**src/rtl/game_sequencer.sv**
```systemverilog
// Frogger game-flow sequencer: lives, level progression, death freeze, level-clear pause, game over.
// Latency: 1 cycle; every output is registered and reflects the inputs sampled at the previous edge.
// Backpressure: none; inputs are levels/pulses consumed every cycle, with no stall path.
//
// Optional feature macro: GAME_SEQ_PAUSE_EN (adds i_Pause and the PAUSED state).
//
// Ports:
//   i_Clk, i_Rst     25 MHz clock, synchronous active-high reset
//   i_Start          debounced all-switches level; its rising edge starts a game
//   i_Has_Collided   frog/car collision level
//   i_Level_Up       one-cycle pulse when the frog reaches the top row
//   i_Pause          (GAME_SEQ_PAUSE_EN only) debounced pause level; rising edge toggles pause
//   o_Game_Active    frog movement enable (RUNNING only)
//   o_Cars_Enable    obstacle motion enable (IDLE, RUNNING, LEVEL_CLEAR)
//   o_Frog_Reset     one-cycle respawn pulse on entry to RUNNING from a freeze/start
//   o_Level          current level, 0-based, saturating
//   o_Lives          remaining lives
//   o_Game_Over      high while in GAME_OVER
//   o_State          state code for debug/display
module game_sequencer #(
  parameter int unsigned C_LIVES         = 3,
  parameter int unsigned C_MAX_LEVEL     = 15,
  parameter int unsigned C_FREEZE_CYCLES = 25000000
) (
  input  logic       i_Clk,
  input  logic       i_Rst,
  input  logic       i_Start,
  input  logic       i_Has_Collided,
  input  logic       i_Level_Up,
`ifdef GAME_SEQ_PAUSE_EN
  input  logic       i_Pause,
`endif
  output logic       o_Game_Active,
  output logic       o_Cars_Enable,
  output logic       o_Frog_Reset,
  output logic [3:0] o_Level,
  output logic [1:0] o_Lives,
  output logic       o_Game_Over,
  output logic [2:0] o_State
);

  localparam int unsigned TW = $clog2(C_FREEZE_CYCLES + 1);
  localparam logic [TW-1:0] TIMER_LOAD = TW'(C_FREEZE_CYCLES - 1);
  localparam logic [1:0]    LIVES_INIT = 2'(C_LIVES);
  localparam logic [3:0]    LEVEL_MAX  = 4'(C_MAX_LEVEL);

  typedef enum logic [2:0] {
    S_IDLE        = 3'd0,
    S_RUNNING     = 3'd1,
    S_DYING       = 3'd2,
    S_LEVEL_CLEAR = 3'd3,
    S_GAME_OVER   = 3'd4,
    S_PAUSED      = 3'd5
  } state_e;

  state_e          state_q, state_d;
  logic [1:0]      lives_q, lives_d;
  logic [3:0]      level_q, level_d;
  logic [TW-1:0]   timer_q, timer_d;
  logic            frog_reset_q, frog_reset_d;
  logic            start_prev_q;
  logic            game_active_q, cars_enable_q, game_over_q;
  logic            start_edge;

`ifdef GAME_SEQ_PAUSE_EN
  logic            pause_prev_q;
  logic            pause_edge;
  assign pause_edge = i_Pause & ~pause_prev_q;
`endif

  assign start_edge = i_Start & ~start_prev_q;

  always_comb begin
    state_d      = state_q;
    lives_d      = lives_q;
    level_d      = level_q;
    timer_d      = timer_q;
    frog_reset_d = 1'b0;

    case (state_q)
      S_IDLE, S_GAME_OVER: begin
        if (start_edge) begin
          state_d      = S_RUNNING;
          lives_d      = LIVES_INIT;
          level_d      = 4'd0;
          frog_reset_d = 1'b1;
        end
      end

      S_RUNNING: begin
        // Collision has priority over a simultaneous level-up.
        if (i_Has_Collided) begin
          state_d = S_DYING;
          lives_d = (lives_q != 2'd0) ? lives_q - 2'd1 : 2'd0;
          timer_d = TIMER_LOAD;
        end else if (i_Level_Up) begin
          state_d = S_LEVEL_CLEAR;
          level_d = (level_q < LEVEL_MAX) ? level_q + 4'd1 : LEVEL_MAX;
          timer_d = TIMER_LOAD;
`ifdef GAME_SEQ_PAUSE_EN
        end else if (pause_edge) begin
          state_d = S_PAUSED;
`endif
        end
      end

      // Timer loaded with N-1 on entry and exits on the edge where it reads 0,
      // giving exactly N cycles of dwell.
      S_DYING: begin
        if (timer_q == '0) begin
          if (lives_q == 2'd0) begin
            state_d = S_GAME_OVER;
          end else begin
            state_d      = S_RUNNING;
            frog_reset_d = 1'b1;
          end
        end else begin
          timer_d = timer_q - TW'(1);
        end
      end

      S_LEVEL_CLEAR: begin
        if (timer_q == '0) begin
          state_d      = S_RUNNING;
          frog_reset_d = 1'b1;
        end else begin
          timer_d = timer_q - TW'(1);
        end
      end

`ifdef GAME_SEQ_PAUSE_EN
      // Everything frozen; resume without a respawn.
      S_PAUSED: begin
        if (pause_edge) begin
          state_d = S_RUNNING;
        end
      end
`endif

      default: state_d = S_IDLE;
    endcase
  end

  always_ff @(posedge i_Clk) begin
    if (i_Rst) begin
      state_q       <= S_IDLE;
      lives_q       <= LIVES_INIT;
      level_q       <= 4'd0;
      timer_q       <= '0;
      frog_reset_q  <= 1'b0;
      // Reset high so a switch held through reset is not seen as a new press.
      start_prev_q  <= 1'b1;
      game_active_q <= 1'b0;
      cars_enable_q <= 1'b1;
      game_over_q   <= 1'b0;
    end else begin
      state_q       <= state_d;
      lives_q       <= lives_d;
      level_q       <= level_d;
      timer_q       <= timer_d;
      frog_reset_q  <= frog_reset_d;
      start_prev_q  <= i_Start;
      game_active_q <= (state_d == S_RUNNING);
      cars_enable_q <= (state_d == S_IDLE) || (state_d == S_RUNNING) ||
                       (state_d == S_LEVEL_CLEAR);
      game_over_q   <= (state_d == S_GAME_OVER);
    end
  end

`ifdef GAME_SEQ_PAUSE_EN
  always_ff @(posedge i_Clk) begin
    if (i_Rst) begin
      pause_prev_q <= 1'b1;
    end else begin
      pause_prev_q <= i_Pause;
    end
  end
`endif

  assign o_Game_Active = game_active_q;
  assign o_Cars_Enable = cars_enable_q;
  assign o_Frog_Reset  = frog_reset_q;
  assign o_Level       = level_q;
  assign o_Lives       = lives_q;
  assign o_Game_Over   = game_over_q;
  assign o_State       = state_q;

endmodule

```
**config.mk**
```make
export PLATFORM = sky130hd
export DESIGN_NAME = game_sequencer
export DESIGN_NICKNAME = d
export VERILOG_FILES = /design/src/rtl/game_sequencer.sv
export SDC_FILE = /design/constraint.sdc
export NUM_CORES = 1
export LEC_CHECK = 0
export BUFFER_PORTS_ARGS = -buffer_cell sky130_fd_sc_hd__buf_2
export CAP_MARGIN = 10
export CORE_UTILIZATION = 63
export DETAILED_ROUTE_END_ITERATION = 8
export PLACE_DENSITY = 0.94
export SKIP_LAST_GASP = 1
export SYNTH_ARGS = -nofsm -noshare
export SYNTH_HDL_FRONTEND = slang
export SYNTH_SLANG_ARGS = --single-unit
```
**constraint.sdc**
```tcl
create_clock -name i_Clk -period 5.05 [get_ports i_Clk]
set_input_delay 0.505 -clock i_Clk [delete_from_list [all_inputs] [get_ports i_Clk]]
set_output_delay 0.505 -clock i_Clk [all_outputs]
set_load 0.005 [all_outputs]
```
### Word level (Yosys, flattened, before mapping)

Index checks and enable logic that the tools add are counted.

| word-level totals | value |
|---|---|
| bits in registers | 39 |

| operators by class | value |
|---|---|
| add/subtract/negate cells | 3 |
| order comparisons | 1 |
| bitwise operators | 2 |
| multiplexer cells | 25 |
| reduce and logical (&&, ||, !) cells | 14 |
| equal/unequal tests | 13 |

Operators with widths:

| operator | count |
|---|---|
| $mux 25 | 3 |
| $pmux 25 s2 | 1 |
| $logic_not 25->1 | 1 |
| $sub 25x1->25 const B | 1 |
| $mux 3 | 6 |
| $mux 4 | 4 |
| $pmux 3 s4 | 1 |
| $ne 2x2->1 const B | 5 |
| $eq 3x2->1 const B | 3 |
| $pmux 4 s2 | 1 |
| $eq 3x1->1 const B | 2 |
| $eq 3x3->1 const B | 2 |
| $logic_not 3->1 | 2 |
| $mux 2 | 3 |
| $reduce_and 3->1 | 2 |
| $reduce_bool 2->1 | 3 |
| $add 4x1->4 const B | 1 |
| $lt 4x4->1 const B | 1 |
| $mux 1 | 4 |
| $pmux 2 s2 | 1 |
| $reduce_and 4->1 | 1 |
| $reduce_or 2->1 | 2 |
| $ne 3x3->1 const B | 1 |
| $pmux 1 s3 | 1 |
| 5 further kinds | 6 |

### Depth between registers and ports, before layout

Gate-level depths: netlist of the first run.

| logic depth | value |
|---|---|
| word-level depth | 7 |
| depth in mapped cells | 8 |
| mapped depth without buffers | 7 |

### Worst setup path before layout of the first run

OpenSTA, ideal clock, no wires.

| path | value |
|---|---|
| path type | register -> register |
| start point | register timer_q[0] |
| end point | register frog_reset_q (netlist: o_Frog_Reset) |
| clock period less this slack | 2.180 ns |
| cell stages (with the launch flop) | 8 |
| arrival | 2.110 ns |
| slack | 2.870 ns |
| buffers on the path | 1 |
| required time | 4.980 ns |
| cells stage by stage | dfxtp_1 inv_1 ha_1 or4b_1 or3_4 buf_6 or4_1 a21oi_1 |

| on the way | value |
|---|---|
| longest elaborated chain between the ends | 3 |
| elaborated cells between the ends (all ways) | 4 |
| classes of those cells | mux (3); reduce/logical (1) |

Ends and longest elaborated chain:

| item | RTL line | source |
|---|---|---|
| start, declared | 59 | `logic [TW-1:0] timer_q, timer_d;` |
| start signal, assigned | 160 | `timer_q <= timer_d;` |
| $logic_not 25->1 (*) | 110, 123 |  |
| $mux 1, on equally long branches | 123, 110 |  |
| $pmux 1 s3 (*) | 80 | `case (state_q)` |
| end signal, assigned | 161 | `frog_reset_q <= frog_reset_d;` |
| end, declared | 60 | `logic frog_reset_q, frog_reset_d;` |

Mark *: on every way between the ends. The rest lies on a longest branch, timed or not.
A chain may end at the register's enable or synchronous reset.

### Final worst setup path of the first run

| path | value |
|---|---|
| start point | register timer_q[0] |
| end point | register timer_q[18] |

| on the way | value |
|---|---|
| longest elaborated chain between the ends | 3 |
| elaborated cells between the ends (all ways) | 6 |
| classes of those cells | add/sub (1); eq/ne (1); mux (2); reduce/logical (2) |

Ends and longest elaborated chain:

| item |
|---|
| $sub 25x1->25 / $logic_not 25->1 (equally long branches) |
| $mux 25 / $ne 2x2->1 (equally long branches) |
| $pmux 25 s2 / $reduce_and 3->1 (equally long branches) |

Several ways; a longest one is shown, not always the timed one. The select of a mux whose other input is x is not followed.

==> results of run 1 <==
[critical path, stage by stage, from the launching register on]
cell and delay, ns:
dfxtp_1 0.36, inv_1 0.09, ha_1 0.16, or4b_1 0.57, o31ai_1 0.32, o211a_1 0.70, o21ai_0 0.21, a31oi_1 0.21
[worst max-delay path by stage]
stage,start,endpoint,slack (ns),depth (start not counted)
floorplan,timer_q[0],o_Frog_Reset,2.87,7
global placement,timer_q[0],timer_q[19],2.60,7
detailed placement,timer_q[0],timer_q[18],2.45,7
CTS,timer_q[0],timer_q[18],2.42,7
global route,timer_q[0],timer_q[18],2.13,7
finish,timer_q[0],timer_q[18],2.37,7
[synthesized netlist by cell type]
cell / count
nand3_1: 3
and3_1: 1
or4_1: 9
nand4b_1: 2
or4_4: 4
a31oi_1: 11
xor2_1: 1
or3b_1: 1
or2_2: 3
and2b_1: 1
o21ai_0: 10
o311ai_2: 1
a21oi_1: 19
ha_1: 2
or3_1: 13
o41ai_1: 5
nor2_1: 20
and4_1: 1
nand2b_1: 5
a221oi_1: 1
nand2_1: 11
nor3b_1: 2
buf_6: 2
or4b_1: 3
a21oi_4: 1
nor4_1: 4
nor4_2: 1
buf_2: 3
a311oi_1: 3
inv_1: 7
o21ai_1: 1
mux2i_1: 1
or4b_2: 3
o211ai_1: 1
nand4_1: 4
nor3_1: 9
o311a_1: 2
o31ai_1: 8
clkbuf_1: 6
or3_4: 2
a211oi_1: 2
nor2b_1: 1
o211a_1: 1
dfxtp_1: 39
[logic make-up (layout without fill, tap and decap cells)]
kind of cell,after synthesis,count (layout)
and+or+nand+nor,103,103
DFF,39,39
xor gates and xnor gates,1,1
buffers and inverters,18,33
adders and majority gates,2,2
muxes,1,1
AOI/OAI and AO/OA,66,66
[stage by stage]
stage | utilization, % | cell area (um^2) | setup slack [ns]
global placement | 68.60 | 2077 | 2.598
CTS | 70.25 | 2127 | 2.417
global route | 70.25 | 2127 | 2.133
detailed placement | 68.60 | 2077 | 2.453
finish | 70.25 | 2127 | 2.367
floorplan | - | 1989 | 2.870
[flip-flops by register name, summed over array words and instances (netlist names)]
| name | count |
|---|---|
| o_Frog_Reset | 1 |
| o_Lives | 2 |
| o_Level | 4 |
| timer_q | 25 |
| o_Cars_Enable | 1 |
| start_prev_q | 1 |
| o_Game_Over | 1 |
| o_State | 3 |
| o_Game_Active | 1 |
[final cells by class]
| class | count | area (um^2) | area share (%) |
|---|---|---|---|
| sequential | 39 | 780.7 | 36.71 |
| clock buffer | 7 | 45.04 | 2.118 |
| clock inverter | 1 | 5.005 | 0.2353 |
| timing repair buffer | 18 | 92.59 | 4.353 |
| tap | 44 | 55.05 | 2.588 |
| inverter | 7 | 26.28 | 1.235 |
| multi-input combinational | 173 | 1122 | 52.76 |
[per-layer routing]
| layer | GRT usage [%] | share of wire (%) | up-vias |
|---|---|---|---|
| met5 | 0 | 0 | - |
| met4 | 13.61 | 2.8 | 0 |
| met3 | 10.94 | 6.8 | 17 |
| met2 | 42.20 | 45 | 76 |
| met1 | 35.38 | 45 | 892 |
| li1 | - | - | 926 |
==> qor.txt, run 1 <==
setup TNS - 0 ns
main combinational cell family by area after synthesis - simple AND/OR/NAND/NOR gates
post-CTS setup buffer count - 0
CTS buffer count - 5
Total Nets Final - 251
Sink Count - 39
Hold WC Path Type - in2reg
Avg Vias per Cell - 6.612
H-tree depth - 2
Routed Antenna Nets - 0
Synth Area in XOR/XNOR - 0.4403%
clock skew - 0.01227 ns
Reg2Reg Depth - 7
synthesized flop and latch total - 39
Post-Syn Area per Cell - 8.650 um^2
DR DRC count - 0
Compound-Gate Fraction of Synth Area - 22.26%
GRT overflow - 0
post_cts resized - 0
number of library cell types mapped by synthesis - 44
Max Clock Freq - 0.3727 GHz
clk_lat worst skew - 0.36 ns
Clock transition at path regs - 0.12 ns
top post-synthesis cells by area - dfxtp_1 39%, a21oi_1 4.8%, or3_1 4.1%
fin crit share - 53.13%
Synth top area share - 39.25%
Setup Viol. Count Final - 0
Slew HR - 50.68%
Mapped Cells - 230
die width - 58.20 um
Core ar. - 3028 um^2
area grow syn2layout - 6.918%
reg2reg end - timer_q[18]
drt pass-1 iters - 4
CTS tree - built
critical path class - reg2reg
Post-Syn Area - 1989 um^2
final wirelength - 4.532 mm
CTS root buf - clkbuf_4
CTS Hold Buffers Added - 0
worst r2r src - timer_q[0]
Hold Worst Slack - 0.3508 ns
Synth warnings - 0
crit path DAT - 2.97 ns
status - complete, no violations
CP max FO - 31
total number of vias - 1911
Max Cap Viol - 0
Max Buffers Root-to-Sink - 2
wire per inst - 15.68 um
fraction of synthesized area in multiplexers - 0.5031%
port bufs - 17
share of cells above drive strength 1 - 15.92%
critical path required time - 5.34 ns
Worst Hold Path EP - start_prev_q
Post-DP HPWL - 3.145 mm
I/O pin total - 18
post-synthesis adder-cell area fraction - 1.258%
RePlAce Congestion - 0.8824
num rows - 20
Initial Util - 65.70%
Setup crit start kind - flop
vias in the first global route - 1579
Cell Count, Final, Fillers Out - 289
GRT Total Usage - 28.14%
area leader, netlist - dfxtp_1
post-layout minimum cycle time - 2.683 ns
RSZ-0062 raised after global routing - no
syn_nets - 237
Hold Startpoint - i_Start
R2R Setup Slk - 2.37 ns
most frequent cells in the layout - 39 x dfxtp_1, 20 x nor2_1, 19 x a21oi_1
Filler cells - 240
Post-Place Cells - 281
Die Area - 3387 um^2
largest net degree at the start of global routing - 32
Iter 0 DRT Violations - 158
register area share after synthesis - 39.25%
first-pass GRT wire length - 7.107 mm
Fin. Hold Viols - 0
actual slew at the worst max-slew pin - 0.7398 ns
most common cell after layout, fill and taps aside - dfxtp_1
element type at the critical path end - flop
Die H - 58.20 um
Simple-Gate Fraction of Synth Area - 31.95%
ant diodes - 0
initial antenna violation count - 0
count of pins over their slew limit - 0
Worst Hold Path Cells - 2
Power of run 1 is left out: the tool's default activity adds up to more than one toggle a clock period on the data nets, which glitch-free logic cannot reach.
==> run 2, diff against run 1 <==
Settings changed: CORE_UTILIZATION 63 to 53, PLACE_DENSITY 0.94 to 0.85.
Clock period 5.05 ns to 2.4 ns, I/O delays scaled along.
==> qor.txt, run 2 (synthesized netlist as in run 1, its figures left out) <==
first-pass GRT wire length - 7.831 mm (+10%)
RSZ-0062 raised after global routing - no
crit path DAT - 2.46 ns (-0.51 ns)
Setup Viol. Count Final - 0 (unchanged)
CP max FO - 7 (-77%)
wire per inst - 15.34 um (-2.2%)
GRT overflow - 0 (unchanged)
max FFs per register - 25 (unchanged)
die width - 63.27 um (+8.7%)
actual slew at the worst max-slew pin - 0.5269 ns (-0.2128 ns)
GRT Total Usage - 24.98% (-3.2 points)
area grow syn2layout - 14.65%
Die Area - 4002 um^2 (+18%)
critical path required time - 2.55 ns (-2.79 ns)
status - complete, no violations
DR DRC count - 0 (unchanged)
clock skew - 0.004780 ns (-0.007493 ns)
Total Nets Final - 260 (+3.6%)
Max Clock Freq - 0.4345 GHz (+17%)
drt pass-1 iters - 6 (+2)
critical path class - reg2reg
RePlAce Congestion - 0.8448 (-4.3%)
vias in the first global route - 1700 (+7.7%)
WL met1 - 2.192 mm (+7.2%)
Sink Count - 39 (unchanged)
H-tree depth - 2 (unchanged)
ant diodes - 0 (unchanged)
Routed Antenna Nets - 0 (unchanged)
post-CTS setup buffer count - 0 (unchanged)
CTS tree - built
Core ar. - 3468 um^2 (+15%)
CTS root buf - clkbuf_8
Die H - 63.27 um (+8.7%)
Max Cap Viol - 0 (unchanged)
element type at the critical path end - flop
total number of vias - 1861 (-2.6%)
Max Buffers Root-to-Sink - 2 (unchanged)
num rows - 21 (+5.0%)
most frequent cells in the layout - 39 x dfxtp_1, 20 x nor2_1, 19 x a21oi_1
Largest Register - timer_q
Setup crit start kind - flop
Max Used Layer - met4
final wirelength - 4.602 mm (+1.5%)
Clock transition at path regs - 0.07 ns (-0.05 ns)
initial antenna violation count - 0 (unchanged)
share of cells above drive strength 1 - 20.08% (+4.2 points)
most common cell after layout, fill and taps aside - dfxtp_1
clk_lat worst skew - 0.29 ns (-0.07 ns)
setup TNS - 0 ns (unchanged)
Initial Util - 57.36% (-8.3 points)
port bufs - 17 (unchanged)
I/O pin total - 18 (unchanged)
count of pins over their slew limit - 0 (unchanged)
post-layout minimum cycle time - 2.302 ns (-0.3811 ns)
largest net degree at the start of global routing - 30 (-6.3%)
met3 WL - 278 um (-10%)
Post-DP HPWL - 3.205 mm (+1.9%)
CTS buffer count - 5 (unchanged)
Avg Vias per Cell - 6.203 (-6.2%)
Slew HR - 64.87% (+14 points)
Hold WC Path Type - in2reg
fin crit share - 95.90% (+43 points)
Iter 0 DRT Violations - 135 (-15%)
Fin. Hold Viols - 0 (unchanged)
WL met2 - 2.093 mm (+2.0%)
run 2: layout make-up:
class,instances,area (um^2)
fillers,299,1187
multi-input cells,173,1126
clock buffers,6,82.58
clock inverters,2,35.03
well taps,46,57.56
inverters,7,26.28
flip-flops and latches,39,780.7
repair buffers,27,172.7
run 2: through the flow:
step	util, %	hold slack (ns)	instance area [um^2]	cells	worst slack, ns
floorplan	-	0.3466	1989	230	0.2197
global placement	62.27	0.4447	2160	292	0.1967
detailed placement	62.27	0.4606	2160	292	0.1257
CTS	65.66	0.1664	2277	300	0.1192
global route	65.76	0.1802	2281	300	0.05779
finish	65.76	0.1737	2281	300	0.09830
run 2: path summary, 6_finish.rpt:
path	start	endpoint	slack [ns]	cells after the start
setup / recovery	timer_q[15]	timer_q[22]	0.1	5
setup reg to reg	timer_q[15]	timer_q[22]	0.1	5
hold reg to reg	timer_q[24]	timer_q[24]	0.48	2
hold / removal	i_Start	start_prev_q	0.17	2
run 2: repair_timing:
action	4_1_cts	5_1_grt
endpoints found under the setup margin	0	2
hold buffers	0	0
resized for setup	0	1
run 2: worst max-delay path: stages (launching register included):
cell	delay, ns
dfxtp_1	0.37
or3_4	0.44
or4_4	0.45
or4b_2	0.63
nor3_1	0.19
nor4_1	0.08
run 2: per-layer routing:
metal / vias up / GRT usage [%]
met1: 864 / 34.00
met2: 52 / 38.17
met3: 4 / 5.616
met4: 0 / 9.659
li1: 941 / -
met5: - / 0
Power of run 2 is left out for the same reason.
==> run 3, diff against run 2 <==
Settings changed: CELL_PAD_IN_SITES_DETAIL_PLACEMENT set to 1, CELL_PAD_IN_SITES_GLOBAL_PLACEMENT set to 1, CORE_UTILIZATION 53 to 40.
==> qor.txt, run 3 (synthesized netlist as in run 1, its figures left out) <==
share of cells above drive strength 1 - 20.70% (+0.62 points)
Hold Worst Slack - 0.1576 ns (-0.01611 ns)
port bufs - 17 (unchanged)
largest net degree at the start of global routing - 32 (+6.7%)
crit path DAT - 2.52 ns (+0.06 ns)
post-layout minimum cycle time - 2.294 ns (-0.008090 ns)
die width - 72.53 um (+15%)
Max Buffers Root-to-Sink - 2 (unchanged)
Routed Antenna Nets - 0 (unchanged)
Max Cap Viol - 0 (unchanged)
element type at the critical path end - flop
Largest Register - timer_q
ant diodes - 0 (unchanged)
actual slew at the worst max-slew pin - 0.5153 ns (-0.01167 ns)
Initial Util - 41.84% (-16 points)
RePlAce Congestion - 0.8081 (-4.3%)
most common cell after layout, fill and taps aside - dfxtp_1
clock skew - 0.003336 ns (-0.001444 ns)
drt pass-1 iters - 4 (-2)
Sink Count - 39 (unchanged)
CP peak stage delay - 0.53 ns (-0.10 ns)
Setup Viol. Count Final - 0 (unchanged)
Avg Vias per Cell - 5.910 (-4.7%)
GRT Total Usage - 22.36% (-2.6 points)
Core ar. - 4755 um^2 (+37%)
Max Clock Freq - 0.4360 GHz (+0.35%)
most frequent cells in the layout - 39 x dfxtp_1, 20 x nor2_1, 19 x a21oi_1
critical-path cell list - inv_1 -> ha_1 -> or4b_4 -> or3_4 -> or4_1 -> a21oi_1
total number of vias - 1909 (+2.6%)
wire per inst - 16.86 um (+9.9%)
Clock transition at path regs - 0.07 ns (about the same)
fin crit share - 95.57% (-0.34 points)
Die Area - 5260 um^2 (+31%)
max FFs per register - 25 (unchanged)
GRT overflow - 0 (unchanged)
post-CTS setup buffer count - 0 (unchanged)
Iter 0 DRT Violations - 70 (-48%)
I/O pin total - 18 (unchanged)
Hold WC Path Type - in2reg
Setup crit start kind - flop
Post-DP HPWL - 3.810 mm (+19%)
num rows - 25 (+19%)
Die H - 72.53 um (+15%)
clk_lat worst skew - 0.29 ns (about the same)
count of pins over their slew limit - 0 (unchanged)
critical path required time - 2.63 ns (+0.08 ns)
critical path class - reg2reg
CTS root buf - clkbuf_8
status - complete, no violations
CTS tree - built
first-pass GRT wire length - 8.990 mm (+15%)
crit-path leading delay family - simple AND/OR/NAND/NOR gates
vias in the first global route - 1872 (+10%)
Slowest cell on crit path - or4b_4
CP max FO - 11 (+4)
Total Nets Final - 263 (+1.2%)
initial antenna violation count - 0 (unchanged)
post-layout util - 48.37% (-17 points)
count of buffer and inverter cells on the critical path - 1 (+1)
area grow syn2layout - 15.60%
CTS buffer count - 5 (unchanged)
DR DRC count - 0 (unchanged)
Slew HR - 65.65% (+0.78 points)
final wirelength - 5.445 mm (+18%)
H-tree depth - 2 (unchanged)
Fin. Hold Viols - 0 (unchanged)
[run 3: cell count changes in the layout (fill, tap and decap cells not counted), sizes merged]
cell / before / now
buf: 27 / 30
bufinv: 1 / 0
[run 3: worst paths after layout]
kind,start,end,depth (start not counted),slack (ns)
max,timer_q[1],o_Frog_Reset,6,0.11
min,i_Start,start_prev_q,2,0.16
max reg2reg,timer_q[1],o_Frog_Reset,6,0.11
min reg2reg,timer_q[24],timer_q[24],2,0.48
[run 3: metal layers]
layer / up-vias / wire, um / global-route usage [%]
li1: 942 / - / -
met1: 923 / 2526 / 29.23
met2: 36 / 2667 / 36.55
met3: 8 / 174 / 4.583
met4: 0 / 76 / 7.843
met5: - / 0 / 0
[run 3: worst register-to-register path, cell delays in order, from the launching register on]
cell and delay [ns]:
dfxtp_1 0.32, inv_1 0.10, ha_1 0.21, or4b_4 0.53, or3_4 0.42, or4_1 0.49, a21oi_1 0.16
[run 3: final cells by class]
type                    instances  area [um^2]
clock buffers                   6        82.58
multi-input cells             173         1126
flip-flops and latches         39        780.7
fillers                       619         2455
clock inverters                 1        5.005
well taps                      67        83.83
inverters                       7        26.28
repair buffers                 30        195.2
[run 3: what timing repair did]
item	CTS	global route
endpoints found under the setup margin	0	6
hold buffers	0	0
resized for setup	0	1
[run 3: stage by stage]
step           setup WS (ns)   TNS, ns  cell area [um^2]  std cells
4_1_cts               0.1007         0              2296        323
6_report              0.1064         0              2300        323
3_3_place_gp          0.1845         0              2208        316
2_1_floorplan         0.2197         0              1989        230
5_1_grt             -0.01443  -0.01443              2300        323
3_5_place_dp          0.1024         0              2208        316
Power of run 3 is left out for the same reason.
